<file path="src/rtl/relu_requant_maxpool.sv">
// Convolution output stage: bias add, arithmetic shift, ReLU with 8-bit
// saturation, then a 2x2 stride-2 max-pool over a raster-ordered frame.
// Pipeline: stage 1 registers the requantised pixel, stage 2 pools it.
module relu_requant_maxpool #(
  parameter int NUM_CHANNELS = 4,
  parameter int IMG_WIDTH    = 8,
  parameter int IMG_HEIGHT   = 8,
  parameter int SHIFT        = 8
) (
  input  logic                      clock,
  input  logic                      reset,
  input  logic                      valid_in,
  input  logic [32*NUM_CHANNELS-1:0] pixel_vector_in,
  input  logic [32*NUM_CHANNELS-1:0] bias,
  output logic                      valid_out,
  output logic [8*NUM_CHANNELS-1:0] pixel_vector_out,
  output logic                      frame_done
);

  localparam int DW       = 8 * NUM_CHANNELS;
  localparam int CW       = (IMG_WIDTH > 2) ? $clog2(IMG_WIDTH) : 1;
  localparam int RW       = (IMG_HEIGHT > 2) ? $clog2(IMG_HEIGHT) : 1;
  localparam int LB_DEPTH = (IMG_WIDTH / 2 > 0) ? IMG_WIDTH / 2 : 1;
  localparam int LB_AW    = (LB_DEPTH > 1) ? $clog2(LB_DEPTH) : 1;

  // Reject geometries the pooling window cannot tile and shifts beyond the sum width
  if (IMG_WIDTH < 2 || (IMG_WIDTH % 2) != 0) begin : g_bad_width
    $error("relu_requant_maxpool: IMG_WIDTH must be even and >= 2");
  end
  if (IMG_HEIGHT < 2 || (IMG_HEIGHT % 2) != 0) begin : g_bad_height
    $error("relu_requant_maxpool: IMG_HEIGHT must be even and >= 2");
  end
  if (SHIFT < 0 || SHIFT > 31) begin : g_bad_shift
    $error("relu_requant_maxpool: SHIFT must be in 0..31");
  end

  // ---------------------------------------------------------------------
  // Stage 1: requantisation
  // ---------------------------------------------------------------------
  logic [DW-1:0] q_next;
  logic [DW-1:0] q_reg;
  logic          s1_valid_reg;

  for (genvar gi = 0; gi < NUM_CHANNELS; gi++) begin : g_requant
    logic signed [32:0] sum;
    logic signed [32:0] shifted;
    logic        [7:0]  q;

    // 33-bit sum holds any pair of 32-bit operands without wrapping
    assign sum = $signed({pixel_vector_in[32*gi+31], pixel_vector_in[32*gi +: 32]})
               + $signed({bias[32*gi+31], bias[32*gi +: 32]});
    assign shifted = sum >>> SHIFT;

    // ReLU then clamp to the unsigned 8-bit range
    always_comb begin
      q = shifted[7:0];
      if (shifted[32]) begin
        q = 8'd0;
      end else if (|shifted[31:8]) begin
        q = 8'hFF;
      end
    end

    assign q_next[8*gi +: 8] = q;
  end

  // Capture the requantised pixel; its valid flag tracks valid_in one cycle later
  always_ff @(posedge clock or posedge reset) begin
    if (reset) begin
      s1_valid_reg <= 1'b0;
      q_reg        <= '0;
    end else begin
      s1_valid_reg <= valid_in;
      if (valid_in) begin
        q_reg <= q_next;
      end
    end
  end

  // ---------------------------------------------------------------------
  // Stage 2: 2x2 max-pool
  // ---------------------------------------------------------------------
  logic [CW-1:0]    col_reg;
  logic [RW-1:0]    row_reg;
  logic [DW-1:0]    h_reg;
  logic [DW-1:0]    linebuf [LB_DEPTH];
  logic [LB_AW-1:0] lb_idx;
  logic [DW-1:0]    lb_rd;
  logic [DW-1:0]    pair_max;
  logic [DW-1:0]    win_max;
  logic             col_last;
  logic             row_last;

  // Each line-buffer slot covers one column pair of the window row above
  assign lb_idx   = LB_AW'(col_reg >> 1);
  assign lb_rd    = linebuf[lb_idx];
  assign col_last = (col_reg == CW'(IMG_WIDTH - 1));
  assign row_last = (row_reg == RW'(IMG_HEIGHT - 1));

  for (genvar gi = 0; gi < NUM_CHANNELS; gi++) begin : g_pool
    logic [7:0] h_c;
    logic [7:0] cur_c;
    logic [7:0] lb_c;
    logic [7:0] pair_c;

    assign h_c    = h_reg[8*gi +: 8];
    assign cur_c  = q_reg[8*gi +: 8];
    assign lb_c   = lb_rd[8*gi +: 8];
    assign pair_c = (h_c > cur_c) ? h_c : cur_c;

    assign pair_max[8*gi +: 8] = pair_c;
    assign win_max[8*gi +: 8]  = (lb_c > pair_c) ? lb_c : pair_c;
  end

  // Top row of a window stores its horizontal maximum for the row below;
  // contents need no reset since every slot is written before it is read
  always_ff @(posedge clock) begin
    if (s1_valid_reg && col_reg[0] && !row_reg[0]) begin
      linebuf[lb_idx] <= pair_max;
    end
  end

  // Raster position, horizontal hold and registered pooled output
  always_ff @(posedge clock or posedge reset) begin
    if (reset) begin
      col_reg          <= '0;
      row_reg          <= '0;
      h_reg            <= '0;
      valid_out        <= 1'b0;
      pixel_vector_out <= '0;
      frame_done       <= 1'b0;
    end else begin
      valid_out  <= 1'b0;
      frame_done <= 1'b0;
      if (s1_valid_reg) begin
        if (!col_reg[0]) begin
          h_reg <= q_reg;
        end else if (row_reg[0]) begin
          pixel_vector_out <= win_max;
          valid_out        <= 1'b1;
          frame_done       <= row_last && col_last;
        end

        if (col_last) begin
          col_reg <= '0;
          if (row_last) begin
            row_reg <= '0;
          end else begin
            row_reg <= row_reg + 1'b1;
          end
        end else begin
          col_reg <= col_reg + 1'b1;
        end
      end
    end
  end

endmodule

</file>
<file path="config.mk">
export PLATFORM = sky130hd
export DESIGN_NAME = relu_requant_maxpool
export DESIGN_NICKNAME = d
export VERILOG_FILES = /design/src/rtl/relu_requant_maxpool.sv
export SDC_FILE = /design/constraint.sdc
export NUM_CORES = 1
export LEC_CHECK = 0
export ABC_AREA = 1
export CORE_MARGIN = 2
export CORE_UTILIZATION = 35
export CTS_CLUSTER_SIZE = 8
export DETAILED_ROUTE_END_ITERATION = 8
export GPL_TIMING_DRIVEN = 0
export PLACE_DENSITY = 0.66
export SYNTH_ARGS = -nofsm -noshare
export SYNTH_HDL_FRONTEND = slang
export SYNTH_SLANG_ARGS = --single-unit
export TNS_END_PERCENT = 30
</file>
<file path="constraint.sdc">
create_clock -name clock -period 4.9 [get_ports clock]
set_input_delay 0.98 -clock clock [delete_from_list [all_inputs] [get_ports clock]]
set_output_delay 0.98 -clock clock [all_outputs]
set_load 0.03 [all_outputs]
</file>
==> results.sh <==
export IMPL_peakVddDrop_mv=0.234
export IMPL_die_h_microns=249
export IMPL_setup_viol=0
export IMPL_hpwlAfterDp_mm=51.6
export IMPL_power_leakage_nw=13.4
export IMPL_tightestPinTransition_ps=1000
export IMPL_syn_inst=3196
export IMPL_min_delay_start="q_reg[29]"
export IMPL_clock_latency_ps=520
export IMPL_seq_area_sq_um=6470
export IMPL_critical_path_startpoint_type="flop"
export IMPL_cts_resized=0
export IMPL_rsz0062_at_grt="no"
export IMPL_ys_seq_area_share_pct=30.7
export IMPL_grt_pass1_vias=19900
export IMPL_ys_top_cells_by_area="nand2_1, edfxtp_1, dfrtp_1"
export IMPL_final_layout_size_suffix_gt1_share_pct=4.69
export IMPL_wl_met3_mm=3.53
export IMPL_power_mw=11.2
export IMPL_critPathArrivalTime_ps=4550
export IMPL_p_per_area_nw_per_um2=426
export IMPL_grt_max_degree=66
export IMPL_port_buffers=292
export IMPL_grt_pass1_wl_mm=102
export IMPL_worst_slack_ps=811
export IMPL_worstSetupEndpointType="flop"
export IMPL_cap_violations=0
export IMPL_cp_max_fo=10
export IMPL_synth_area_per_cell_sq_um=6.59
export IMPL_antenna_found_initial=0
export IMPL_fin_crit_sh_pct=83.4
export IMPL_synthesis_area_sq_um=21100
export IMPL_yosysUniqueCellTypes=34
export IMPL_finalHoldViolCount=0
export IMPL_num_fill_cells=6115
export IMPL_cts_tree="done"
export IMPL_yosysTopAreaCell="nand2_1"
export IMPL_initial_core_util_pct=35.6
export IMPL_cts_htree_levels=2
export IMPL_path_class="flop to flop"
export IMPL_top_register="linebuf"
export IMPL_hold_path_depth=2
export IMPL_num_vias=20900
export IMPL_post_cts_buffers=0
export IMPL_ys_seq_elements=233
export IMPL_syn_to_final_growth_pct=24.4
export IMPL_crit_required_ps=5360
export IMPL_max_slew_margin_rel_pct=32.8
export IMPL_clock_root_buffer="clkbuf_16"
export IMPL_grt_usage_pct=19.9
export IMPL_timing_fmax_mhz=245
export IMPL_cts_sinks=233
export IMPL_highest_layer="met4"
export IMPL_grt_overflow=0
export IMPL_die_w_microns=249
export IMPL_io_pins=293
export IMPL_viasPerCell=4.81
export IMPL_path_clk_slew_ps=50
export IMPL_row_count=89
export IMPL_wl_met1_mm=29.1
export IMPL_drtIter0Drc=1266
export IMPL_hold_buffers=0
export IMPL_worstRegToRegCells=15
export IMPL_worst_r2r_endpoint="pixel_vector_out[24]"
export IMPL_cts_buffers_inserted=35
export IMPL_synth_top_area_share_pct=21.6
export IMPL_post_place_ws_ps=912
export IMPL_dr_pass1_iters=7
export IMPL_period_needed_ps=4090
export IMPL_antennaDiodeCount=0
export IMPL_multi_input_area_sq_um=12200
export IMPL_dr_wl_met2_mm=28.4
export IMPL_wirelength_mm=62.4
export IMPL_coreArea_sq_um=59200
export IMPL_fin_nets=3988
export IMPL_place_gp_congestion=0.941
export IMPL_ant_nets=0
export IMPL_syn_nets=3647
export IMPL_clock_path_buffers=3
export IMPL_synth_warning_count=0
export IMPL_r2r_setup_slack_ps=810
export IMPL_hold_path_class="flop to flop"
export IMPL_regToRegStartpoint="q_reg[31]"
export IMPL_synth_edf_count=128
export IMPL_largest_reg_flops=128
export IMPL_dieArea_sq_um=62200
export IMPL_holdPathEnd="q_reg[29]"
export IMPL_route_detailed_drc=0
export IMPL_drv_slew=0
export IMPL_ys_flop_type="edfxtp_1"
export IMPL_async_reset_ff_share_pct=45.1
export IMPL_fin_worst_skew_ps=28.8
export IMPL_outcome="finished, final reports clean"
export IMPL_routedWlPerCell_microns=14.4
-- synth_stat cells, drive strengths merged (5+ instances only) --
| cell type | count |
|---|---|
| nor3 | 41 |
| inv | 592 |
| nand2 | 1230 |
| o21bai | 16 |
| ha | 192 |
| xnor2 | 31 |
| o21a | 9 |
| nor2 | 219 |
| a22o | 32 |
| and2 | 12 |
| mux2 | 5 |
| clkbuf | 22 |
| buf | 10 |
| nand3 | 139 |
| edfxtp | 128 |
| o211ai | 8 |
| clkinv | 5 |
| dfrtp | 105 |
| a21oi | 151 |
| nand3b | 8 |
| a221oi | 32 |
| o21ai | 133 |
| a21o | 6 |
| nand4 | 67 |
-- layer usage --
metal | up-vias | track usage (%)
met1 | 9373 | 26.9
met4 | 0 | 4.87
met2 | 498 | 33.5
met5 | - | 0
met3 | 87 | 2.76
li1 | 10900 | -
-- worst max-delay path: stages, from the launching register on --
cell,delay [ps]
dfrtp_1,340
inv_1,70
ha_1,300
nand2_1,70
nor2_1,150
nand3_1,90
o21ai_1,350
buf_2,280
nand2_1,60
o21ai_0,190
ha_1,240
nand2_1,70
o211ai_1,560
nand2_1,370
o21ai_0,630
mux2_2,270
-- stage by stage --
stage / setup TNS (ps) / util, % / hold slack [ps] / cell area, sq um / instances
6_report: 0 / 44.2 / 473 / 26200 / 4337
5_1_grt: 0 / 44.2 / 496 / 26200 / 4337
4_1_cts: 0 / 44.2 / 479 / 26200 / 4337
3_5_place_dp: 0 / 42.4 / 465 / 25100 / 4273
3_3_place_gp: -119680 / 42.1 / 463 / 25000 / 4261
2_1_floorplan: 0 / - / 449 / 21100 / 3196
-- logic make-up (layout without fill, tap and decap cells) --
group | count (synthesis) | count (layout) | share of synthesized area, %
compound gates | 387 | 387 | 10.8
xor+xnor | 32 | 32 | 1.33
fa+ha+maj | 192 | 192 | 11.4
buf+inv | 629 | 997 | 11.3
flops | 233 | 233 | 30.7
mux | 5 | 5 | 0.267
simple gates | 1718 | 1718 | 34.2
-- cell usage in the layout, fill, tap and decap left out, types with 8 or more instances in the layout --
master           synthesis  final
nand3_1                136    136
nor2_2                  30     30
o21ai_0                129    129
and2_1                  12     12
nand2_2                 17     17
buf_6                    0      9
o211ai_1                 8      8
a22o_1                  32     32
ha_1                   192    192
nor2_1                 173    172
clkbuf_16                0     36
nand2_1               1213   1213
clkdlybuf4s50_1          0    292
xnor2_1                 31     31
nor3_2                   7     10
a221oi_1                32     32
inv_1                  572    571
nand3b_1                 8      8
a21oi_1                151    151
clkbuf_1                22     46
buf_2                    9      9
nor3_1                  34     31
nand4_1                 67     67
dfrtp_1                105    105
edfxtp_1               128    128
nor2_4                  16     17
inv_2                   20     20
o21a_1                   9      9
o21bai_1                16     16
-- how the worst max path moves through the flow --
stage / slack (ps) / end / start
after floorplan: 1160 / col_reg[0] / reset
after global placement: -770 / pixel_vector_out[16] / reset
after detailed placement: 910 / pixel_vector_out[16] / q_reg[23]
after CTS: 920 / pixel_vector_out[16] / q_reg[23]
after global routing: 400 / pixel_vector_out[24] / q_reg[31]
final: 810 / pixel_vector_out[24] / q_reg[31]
-- area by class of cell --
cell class | instances | area share [%]
multi-input cells | 2334 | 46.7
inverters | 597 | 8.56
well taps | 773 | 3.69
flip-flops and latches | 233 | 24.7
clock buffers | 61 | 3.83
plain buffers | 32 | 0.516
repair buffers | 304 | 11.8
clock inverters | 3 | 0.210
-- power breakdown --
| group | leakage [nW] | switching (mW) | internal (mW) | total [mW] |
|---|---|---|---|---|
| sequential | 2.45 | 0.269 | 2.83 | 3.10 |
| clock | 0.505 | 0.853 | 1.44 | 2.29 |
| combinational | 10.4 | 3.73 | 2.03 | 5.76 |
Power figures use the tool's default switching activity.
